[src/rtl/if_fetch_unit.sv]
// if_fetch_unit: PC owner and single-outstanding Icache fetcher; tags each
// delivered instruction with its PC and discards responses of squashed fetches.
//
// Parameters:
//   RESET_PC            first fetch address after reset
// Ports:
//   clk, rst            core clock; synchronous active-high reset
//   fc_bk_if_i          hold: suppresses new request issue only
//   ex_branch_flag_i/pc taken-branch redirect from EX (highest priority)
//   id_jump_flag_i/pc   jal/jalr redirect from ID
//   if_req_o/if_addr_o  fetch request and address toward the Icache
//   Icache_ready_i      Icache accepts the request this cycle
//   Icache_data_valid_i response for the outstanding request
//   if_inst_valid_o     live instruction returned this cycle
//   if_pc_o             PC of the outstanding/returning request
//   if_fetch_cnt_o      delivered-instruction count (stats build only)
//   if_drop_cnt_o       discarded-response count (stats build only)
// Build option:
//   IF_FETCH_STATS_EN   when defined, the two counters exist; otherwise
//                       both count outputs are tied to zero.

module if_fetch_unit #(
  parameter logic [31:0] RESET_PC = 32'h0000_0000
) (
  input  logic        clk,
  input  logic        rst,
  input  logic        fc_bk_if_i,
  input  logic        ex_branch_flag_i,
  input  logic [31:0] ex_branch_pc_i,
  input  logic        id_jump_flag_i,
  input  logic [31:0] id_jump_pc_i,
  output logic        if_req_o,
  output logic [31:0] if_addr_o,
  input  logic        Icache_ready_i,
  input  logic        Icache_data_valid_i,
  output logic        if_inst_valid_o,
  output logic [31:0] if_pc_o,
  output logic [31:0] if_fetch_cnt_o,
  output logic [31:0] if_drop_cnt_o
);

  typedef enum logic [1:0] {
    S_REQ  = 2'd0,
    S_WAIT = 2'd1,
    S_DROP = 2'd2
  } state_t;

  state_t      r_state;
  state_t      w_state_nx;
  logic [31:0] r_pc;
  logic [31:0] w_pc_nx;
  logic [31:0] r_req_pc;
  logic [31:0] w_req_pc_nx;

  logic        w_redir;
  logic [31:0] w_target;
  logic        w_hs;

  assign w_redir = ex_branch_flag_i | id_jump_flag_i;

  // EX is older than ID, so its target wins; targets are word aligned.
  always_comb begin
    w_target = id_jump_pc_i;
    if (ex_branch_flag_i) begin
      w_target = ex_branch_pc_i;
    end
    w_target[1:0] = 2'b00;
  end

  assign w_hs = !fc_bk_if_i && Icache_ready_i;

  always_ff @(posedge clk) begin
    if (rst) begin
      r_state  <= S_REQ;
      r_pc     <= RESET_PC;
      r_req_pc <= RESET_PC;
    end else begin
      r_state  <= w_state_nx;
      r_pc     <= w_pc_nx;
      r_req_pc <= w_req_pc_nx;
    end
  end

  always_comb begin
    w_state_nx      = r_state;
    w_pc_nx         = r_pc;
    w_req_pc_nx     = r_req_pc;
    if_req_o        = 1'b0;
    if_inst_valid_o = 1'b0;

    unique case (r_state)
      S_REQ: begin
        if_req_o = !fc_bk_if_i;
        if (w_hs && !w_redir) begin
          w_req_pc_nx = r_pc;
          w_pc_nx     = r_pc + 32'd4;
          w_state_nx  = S_WAIT;
        end else if (w_hs && w_redir) begin
          // The accepted request is already stale; swallow its response.
          w_pc_nx    = w_target;
          w_state_nx = S_DROP;
        end else if (w_redir) begin
          w_pc_nx = w_target;
        end
      end

      S_WAIT: begin
        if (Icache_data_valid_i) begin
          if_inst_valid_o = !w_redir;
          if (w_redir) begin
            w_pc_nx = w_target;
          end
          w_state_nx = S_REQ;
        end else if (w_redir) begin
          w_pc_nx    = w_target;
          w_state_nx = S_DROP;
        end
      end

      S_DROP: begin
        if (Icache_data_valid_i) begin
          w_state_nx = S_REQ;
        end
        if (w_redir) begin
          w_pc_nx = w_target;
        end
      end

      default: begin
        w_state_nx = S_REQ;
      end
    endcase

    // While reset is held, present the post-reset view so a late
    // response or stale tracking state never leaks downstream.
    if (rst) begin
      if_req_o        = !fc_bk_if_i;
      if_inst_valid_o = 1'b0;
    end
  end

  assign if_addr_o = rst ? RESET_PC : r_pc;
  assign if_pc_o   = rst ? RESET_PC : r_req_pc;

`ifdef IF_FETCH_STATS_EN
  logic [31:0] r_fetch_cnt;
  logic [31:0] r_drop_cnt;
  logic        w_drop;

  // Discards: any response while squashed, or one that collides
  // with a redirect in the same cycle.
  assign w_drop = Icache_data_valid_i &&
                  ((r_state == S_DROP) ||
                   ((r_state == S_WAIT) && w_redir));

  always_ff @(posedge clk) begin
    if (rst) begin
      r_fetch_cnt <= 32'h0;
      r_drop_cnt  <= 32'h0;
    end else begin
      if (if_inst_valid_o) begin
        r_fetch_cnt <= r_fetch_cnt + 32'd1;
      end
      if (w_drop) begin
        r_drop_cnt <= r_drop_cnt + 32'd1;
      end
    end
  end

  assign if_fetch_cnt_o = r_fetch_cnt;
  assign if_drop_cnt_o  = r_drop_cnt;
`else
  assign if_fetch_cnt_o = 32'h0;
  assign if_drop_cnt_o  = 32'h0;
`endif

endmodule
[config.mk]
export PLATFORM = sky130hd
export DESIGN_NAME = if_fetch_unit
export DESIGN_NICKNAME = d
export VERILOG_FILES = /design/src/rtl/if_fetch_unit.sv
export SDC_FILE = /design/constraint.sdc
export NUM_CORES = 1
export LEC_CHECK = 0
export ABC_CLOCK_PERIOD_IN_PS = 2850
export CAP_MARGIN = 20
export CORE_ASPECT_RATIO = 1.75
export CORE_MARGIN = 4
export CORE_UTILIZATION = 40
export CTS_CLUSTER_SIZE = 28
export DETAILED_ROUTE_END_ITERATION = 12
export GPL_ROUTABILITY_DRIVEN = 0
export GPL_TIMING_DRIVEN = 0
export PLACE_DENSITY = 0.76
export SYNTH_ARGS = -nofsm -noshare
export SYNTH_HDL_FRONTEND = slang
export SYNTH_SLANG_ARGS = --single-unit
export TNS_END_PERCENT = 100
[constraint.sdc]
create_clock -name clk -period 2.85 [get_ports clk]
set_input_delay 0.57 -clock clk [delete_from_list [all_inputs] [get_ports clk]]
set_output_delay 0.57 -clock clk [all_outputs]
set_load 0.1 [all_outputs]
==> results of run 1 <==
==> state kept, by name, summed over array words and instances (netlist names) <==
| register | count |
|---|---|
| r_pc | 32 |
| r_req_pc | 32 |
| r_state | 2 |
==> worst max path at each step <==
| stage | startpoint | to | slack, ns | cells after the start |
|---|---|---|---|---|
| floorplan | rst | if_addr_o[23] | -0.22 | 4 |
| detailed placement | rst | if_req_o | -0.96 | 6 |
| global route | fc_bk_if_i | r_pc[2]$_SDFFE_PP0P_ | 0.02 | 6 |
| finish | rst | if_req_o | 0.05 | 6 |
| global placement | rst | if_req_o | -0.99 | 6 |
| CTS | rst | if_addr_o[21] | 0.004 | 5 |
==> timing repair <==
item,CTS,global route
buffers inserted,0,0
gates resized for setup,183,5
endpoints found under the setup margin,64,16
gates cloned,0,0
endpoints found under the hold margin,0,0
==> worst register-to-register path, cell delays in order, from the launching register on <==
cell      delay [ns]
dfxtp_1         0.38
inv_1           0.08
ha_1            0.32
nor4_2          0.83
clkbuf_1        0.54
o22ai_1         0.19
a22o_1          0.22
==> metrics by stage <==
step / area, um^2 / setup WS (ns) / hold slack, ns / instances
final: 6900 / 0.04770 / 0.4482 / 1016
after floorplan: 5094 / -0.2234 / 0.4273 / 736
after detailed placement: 6554 / -0.9584 / 0.4424 / 1000
after CTS: 6895 / 0.003556 / 0.4498 / 1016
after global routing: 6900 / 0.02129 / 0.4678 / 1016
after global placement: 6554 / -0.9919 / 0.4368 / 1000
==> cell usage after synthesis (2+ instances only) <==
cell type / number / area [um^2]
nor2_1: 25 / 93.84
buf_4: 66 / 495.5
a221oi_1: 3 / 26.28
a21oi_1: 54 / 270.3
inv_1: 9 / 33.78
nand2_1: 135 / 506.7
nand3b_1: 5 / 37.54
ha_1: 5 / 62.56
o22ai_1: 3 / 18.77
mux2_2: 4 / 45.04
o31ai_1: 5 / 37.54
a22o_1: 6 / 52.55
and4_1: 6 / 52.55
and3_1: 5 / 31.28
o21ai_0: 37 / 185.2
nand4_1: 4 / 25.02
a22oi_1: 8 / 60.06
nor3_1: 12 / 60.06
o21ai_1: 2 / 10.01
or3_1: 6 / 37.54
o31a_1: 4 / 35.03
buf_2: 9 / 45.04
buf_1: 3 / 11.26
clkbuf_1: 42 / 157.7
dfxtp_1: 66 / 1321
nor2b_1: 63 / 394.1
o211ai_1: 3 / 22.52
mux2i_1: 32 / 320.3
and2_1: 3 / 18.77
nand3_1: 10 / 50.05
a32oi_1: 3 / 26.28
a21o_1: 3 / 22.52
nor4_1: 5 / 31.28
nor4_2: 2 / 25.02
a31oi_1: 7 / 43.79
o32ai_1: 2 / 17.52
or4_1: 2 / 15.01
==> cell usage in the layout (no fill, tap or decap), types with 5 or more instances in the layout <==
| cell | instances |
|---|---|
| and3_1 | 5 |
| a22oi_1 | 8 |
| clkbuf_16 | 9 |
| clkbuf_1 | 35 |
| nand3b_1 | 5 |
| a31oi_1 | 7 |
| a21oi_1 | 54 |
| conb_1 | 64 |
| inv_1 | 9 |
| nor4_1 | 5 |
| and4_1 | 6 |
| or3_1 | 6 |
| ha_1 | 5 |
| nor2_1 | 17 |
| nor2_2 | 8 |
| nor3_1 | 12 |
| mux2i_1 | 32 |
| nand3_1 | 10 |
| buf_2 | 12 |
| clkbuf_2 | 7 |
| o31ai_1 | 5 |
| nor2b_1 | 63 |
| buf_4 | 66 |
| clkdlybuf4s50_1 | 64 |
| dfxtp_1 | 66 |
| dlygate4sd2_1 | 9 |
| clkdlybuf4s15_2 | 54 |
| o21ai_0 | 37 |
| a22o_1 | 6 |
| nand2_1 | 135 |
==> per-layer routing <==
layer	up-vias	part of all wire	GRT usage
li1	2579	-	-
met1	2401	0.36	0.2512
met2	352	0.50	0.4252
met3	75	0.085	0.04378
met4	0	0.054	0.1482
met5	-	0	0
==> cell type report <==
cell class	count	area, um^2	share of cell area
multi-input combinational	539	3014	0.4368
timing repair buffer	129	1345	0.1949
sequential	66	1321	0.1915
buffer	121	732.0	0.1061
clock buffer	11	252.7	0.03663
tap	135	168.9	0.02448
inverter	10	37.54	0.005440
clock inverter	5	28.78	0.004170
==> where the power goes <==
| part | internal (uW) | total (uW) | switching (uW) |
|---|---|---|---|
| clock network | 631 | 1050 | 424 |
| logic | 289 | 1090 | 805 |
| registers | 962 | 1010 | 45.3 |
| total | 1880 | 3160 | 1270 |
==> logic make-up (layout without fill, tap and decap cells) <==
| kind of cell | Yosys count | count (layout) | synth area share |
|---|---|---|---|
| AO/OA/AOI/OAI | 146 | 146 | 0.1842 |
| AND/OR/NAND/NOR | 288 | 288 | 0.2967 |
| adder cells (fa/ha/maj) | 5 | 5 | 0.01293 |
| multiplexers | 36 | 36 | 0.07553 |
| flip-flops | 66 | 66 | 0.2732 |
| buffers and inverters | 131 | 276 | 0.1567 |
| other | 1 | 64 | 0.0007753 |
==> qor.yml, run 1 <==
power_and_ir_drop:
  finalPower_uw: 3156
  powerDensity_nw_per_um2: 457.4
  leakagePower_uw: 0.002860
  vdd_drop_max_uv: 317.8
setup_path:
  crit_fanout: 10
  cp_top_family: "buffers and inverters"
  cpMostUsedCell: "clkbuf_2"
  path_buf_inv: 4
  r2r_slack_ns: 0.18
  path_cells: "clkbuf_1 > clkbuf_2 > clkbuf_2 > nor2_1 > nor2_2 > buf_2"
  crit_path_max_incr_delay_ns: 0.43
  r2r-end: "r_pc[6]$_SDFFE_PP0P_"
  end_kind: "output pin"
  r2r_start: "r_state[0]$_SDFFE_PP0P_"
  crit_type: "input pin to output pin"
  crit_slowest_cell: "buf_2"
  ff2ff_path_depth: 6
  worst_ep_required_time_ns: 2.28
  start_kind: "input pin"
  worstPathArrival_ns: 2.23
clock_network:
  htree_num_levels: 3
  cts-hold-fix-buffers: 0
  cts_tree: "yes"
  clock_latency_ns: 0.34
  cts_root_buffer: "clkbuf_16"
  cts_made_buffers: 9
  clkTransAtPathRegs_ns: 0.05
  cts.sink_count: 66
  clockBufferDepth: 2
floorplan:
  start_util: 0.4130
  die_w_um: 91.13
  coreArea_um2: 11710
  die_area_um2: 13990
  dieHeight_um: 153.5
  io_pins: 201
  rows: 52
hold_path:
  hold_path_depth: 2
  hold_path_class: "flip-flop to flip-flop"
  min-delay-start: "r_req_pc[3]$_SDFFE_PP0P_"
  hold_end: "r_req_pc[3]$_SDFFE_PP0P_"
timing:
  skew_ns: 0.005322
  maxSlewViolCount: 0
  setup-violations-final: 0
  hold_viol: 0
  relSlewSlack: 0.3233
  worst_pin_slew_ns: 1.012
  fin_crit_sh: 0.9833
  period_needed_ns: 2.802
  tns_ns: 0
  rsz0062_at_grt: "false"
  fmax_mhz: 356.9
finish:
  nNetsFinal: 952
  drive_above_1_share: 0.1986
  fillers: 1146
  final_core_util: 0.5892
  area_delta_synth_final_pct: 42.65
  antenna_cells: 0
global_routing:
  globalRouteOverflowTotal: 0
  grt_max_degree: 12
  antenna_found_initial: 0
  grt_pass1_vias: 5289
  grt_first_pass_wirelength_mm: 26.48
  grt_use_total: 0.2371
synthesis:
  synth_cell_types: 51
  synth_warnings: 0
  syn_area_um2: 4837
  yosysSeqAreaShare: 0.2732
  avgSynthCellArea_um2: 7.187
  synth-main-ff-cell: "dfxtp_1"
  synthArstFlopShare: 0
  synth_cells: 673
  yosys_register_bits: 66
  synth_edf_count: 0
drt:
  finalWirelength_mm: 17.40
  drt_pass1_iterations: 7
  detail-route-antenna-nets: 0
  viasPerCell: 5.322
  wl_per_cell_um: 17.12
  drc_errors: 0
  num_vias: 5407
  drt-initial-drc-count: 468
place:
  io_buffers: 129
  hpwl_mm: 13.11
outcome:
  status: "complete, no violations"
flow_run:
  drv_cap: 0
Note: power is estimated with default switching activity, not from simulation.
==> inputs of run 2 (changes only) <==
--- a/config.mk
+++ b/config.mk
@@ -10,7 +10,7 @@
 export CORE_ASPECT_RATIO = 1.75
 export CORE_MARGIN = 4
 export CORE_UTILIZATION = 40
-export CTS_CLUSTER_SIZE = 28
+export CTS_CLUSTER_SIZE = 16
 export DETAILED_ROUTE_END_ITERATION = 12
 export GPL_ROUTABILITY_DRIVEN = 0
 export GPL_TIMING_DRIVEN = 0
==> results of run 2 <==
Final layout, timing and power as in run 1 (identical DEF).
==> inputs of run 3 (changes only) <==
--- a/config.mk
+++ b/config.mk
@@ -10,6 +10,7 @@
 export CORE_ASPECT_RATIO = 1.75
 export CORE_MARGIN = 4
 export CORE_UTILIZATION = 40
+export CTS_BUF_LIST = sky130_fd_sc_hd__clkbuf_16
 export CTS_CLUSTER_SIZE = 16
 export DETAILED_ROUTE_END_ITERATION = 12
 export GPL_ROUTABILITY_DRIVEN = 0
==> qor.yml, run 3 (synthesis results as in run 1) <==
timing:
  tns_ns: 0  # unchanged
  fin_crit_sh: 0.9862  # was 0.9833
  fmax_mhz: 355.8  # was 356.9 MHz
  rsz0062_at_grt: "false"  # unchanged
  maxSlewViolCount: 0  # unchanged
  skew_ns: 0.002950  # was 0.005322 ns
  setup-violations-final: 0  # unchanged
  worst_pin_slew_ns: 1.018  # was 1.012 ns
  relSlewSlack: 0.3190  # was 0.3233
  period_needed_ns: 2.811  # was 2.802 ns
  hold_viol: 0  # unchanged
place:
  io_buffers: 129  # unchanged
  hpwl_mm: 13.11  # unchanged
  placedInstanceArea_um2: 6554  # unchanged
drt:
  drt_pass1_iterations: 7  # unchanged
  drc_errors: 0  # unchanged
  wl_per_cell_um: 17.10  # was 17.12 um
  num_vias: 5391  # was 5,407
  detail-route-antenna-nets: 0  # unchanged
  drt-initial-drc-count: 448  # was 468
  finalWirelength_mm: 17.37  # was 17.40 mm
  viasPerCell: 5.306  # was 5.322
power_and_ir_drop:
  leakagePower_uw: 0.002849  # was 0.002860 uW
  p_int_uw: 1828  # was 1882 uW
  switching_share: 0.4106  # was 0.4037
  power_frac_clock: 0.322  # was 0.334
  vdd_drop_max_uv: 319.3  # was 317.8 uV
  power_frac_comb: 0.353  # was 0.347
  powerDensity_nw_per_um2: 450.8  # was 457.4 nW/um^2
  sequentialPowerShare: 0.325  # was 0.319
  p_sw_uw: 1273  # was 1274 uW
floorplan:
  start_util: 0.4130  # unchanged
  die_area_um2: 13990  # unchanged
  io_pins: 201  # unchanged
  coreArea_um2: 11710  # unchanged
  dieHeight_um: 153.5  # unchanged
  die_w_um: 91.13  # unchanged
  rows: 52  # unchanged
outcome:
  status: "complete, no violations"  # unchanged
clock_network:
  cts_made_buffers: 9  # unchanged
  clockBufferDepth: 2  # unchanged
  htree_num_levels: 3  # unchanged
  cts_root_buffer: "clkbuf_16"  # unchanged
  clock_latency_ns: 0.34  # about the same
  ctsResizeCount: 183  # unchanged
  cts-hold-fix-buffers: 0  # unchanged
  cts.sink_count: 66  # unchanged
  clkTransAtPathRegs_ns: 0.05  # about the same
  cts_tree: "yes"  # unchanged
  postCtsSetupBuffers: 0  # unchanged
finish:
  area_delta_synth_final_pct: 42.24  # was 42.65%
  antenna_cells: 0  # unchanged
  stdcell_area_um2: 6880  # was 6900 um^2
  largestRegisters: "r_pc (32), r_req_pc (32), r_state (2)"  # unchanged
  layout_common_cells: "135 x nand2_1, 66 x buf_4, 66 x dfxtp_1, 64 x conb_1, 64 x clkdlybuf4s50_1"  # unchanged
  nNetsFinal: 952  # unchanged
  drive_above_1_share: 0.1964  # was 0.1986
  fillers: 1150  # was 1,146
  layout_commonest_cell: "nand2_1"  # unchanged
setup_path:
  crit_fanout: 10  # unchanged
  worst_ep_required_time_ns: 2.28  # about the same
  worstPathArrival_ns: 2.24  # was 2.23 ns
  end_kind: "output pin"  # unchanged
  crit_type: "input pin to output pin"  # unchanged
  start_kind: "input pin"  # unchanged
global_routing:
  grt_pass1_vias: 5276  # was 5,289
  globalRouteOverflowTotal: 0  # unchanged
  grt_max_degree: 12  # unchanged
  antenna_found_initial: 0  # unchanged
  grt_first_pass_wirelength_mm: 26.45  # was 26.48 mm
  grt_use_total: 0.2376  # was 0.2371
hold_path:
  hold_path_class: "flip-flop to flip-flop"  # unchanged
flow_run:
  drv_cap: 0  # unchanged
[run 3: cell count changes in the layout (fill, tap and decap cells not counted), sizes merged]
cell,delta
clkbuf,-2
clkinv,+2
[run 3: power groups by stage]
| stage | sequential, uW | combinational (uW) | clock [uW] |
|---|---|---|---|
| 4_1_cts | 1010 | 1080 | 1000 |
| 5_1_grt | 1010 | 1140 | 1040 |
| 3_5_place_dp | 1020 | 1090 | 0 |
| 2_1_floorplan | 1010 | 865 | 0 |
| 3_3_place_gp | 1020 | 1080 | 0 |
| 6_report | 1010 | 1090 | 1000 |
[run 3: layout make-up]
cell class | count | area, um^2 | area share
clock buffers | 9 | 225.2 | 0.03273
well taps | 135 | 168.9 | 0.02455
inverters | 10 | 37.54 | 0.005456
clock inverters | 7 | 36.28 | 0.005274
multi-input cells | 539 | 3014 | 0.4381
plain buffers | 121 | 732.0 | 0.1064
repair buffers | 129 | 1345 | 0.1955
flip-flops and latches | 66 | 1321 | 0.1920
[run 3: final timing paths]
check | endpoint | slack [ns] | start | cells past startpoint
setup / recovery | if_req_o | 0.04 | rst | 6
hold / removal | r_req_pc[3]$_SDFFE_PP0P_ | 0.45 | r_req_pc[3]$_SDFFE_PP0P_ | 2
setup reg to reg | r_pc[6]$_SDFFE_PP0P_ | 0.20 | r_state[0]$_SDFFE_PP0P_ | 6
hold reg to reg | r_req_pc[3]$_SDFFE_PP0P_ | 0.45 | r_req_pc[3]$_SDFFE_PP0P_ | 2
[run 3: per-stage QoR]
step	total power [uW]	std cells	utilization	hold WS [ns]	worst slack, ns
finish	3102	1016	0.5875	0.4478	0.03931
CTS	3089	1016	0.5871	0.4497	0.003556
floorplan	1874	736	-	0.4273	-0.2234
global placement	2108	1000	0.5596	0.4368	-0.9919
global route	3197	1016	0.5875	0.4674	0.02530
detailed placement	2113	1000	0.5596	0.4424	-0.9584
[run 3: critical path, stage by stage]
cell	delay [ns]
clkbuf_1	0.36
clkbuf_2	0.33
clkbuf_2	0.35
nor2_1	0.12
nor2_2	0.09
buf_2	0.43
[run 3: layer usage]
metal  global-route usage  vias up  wire length (um)
li1                     -     2583                 -
met1               0.2533     2390              6299
met2               0.4234      341              8674
met3              0.04181       77              1402
met4               0.1532        0               992
met5                    0        -                 0
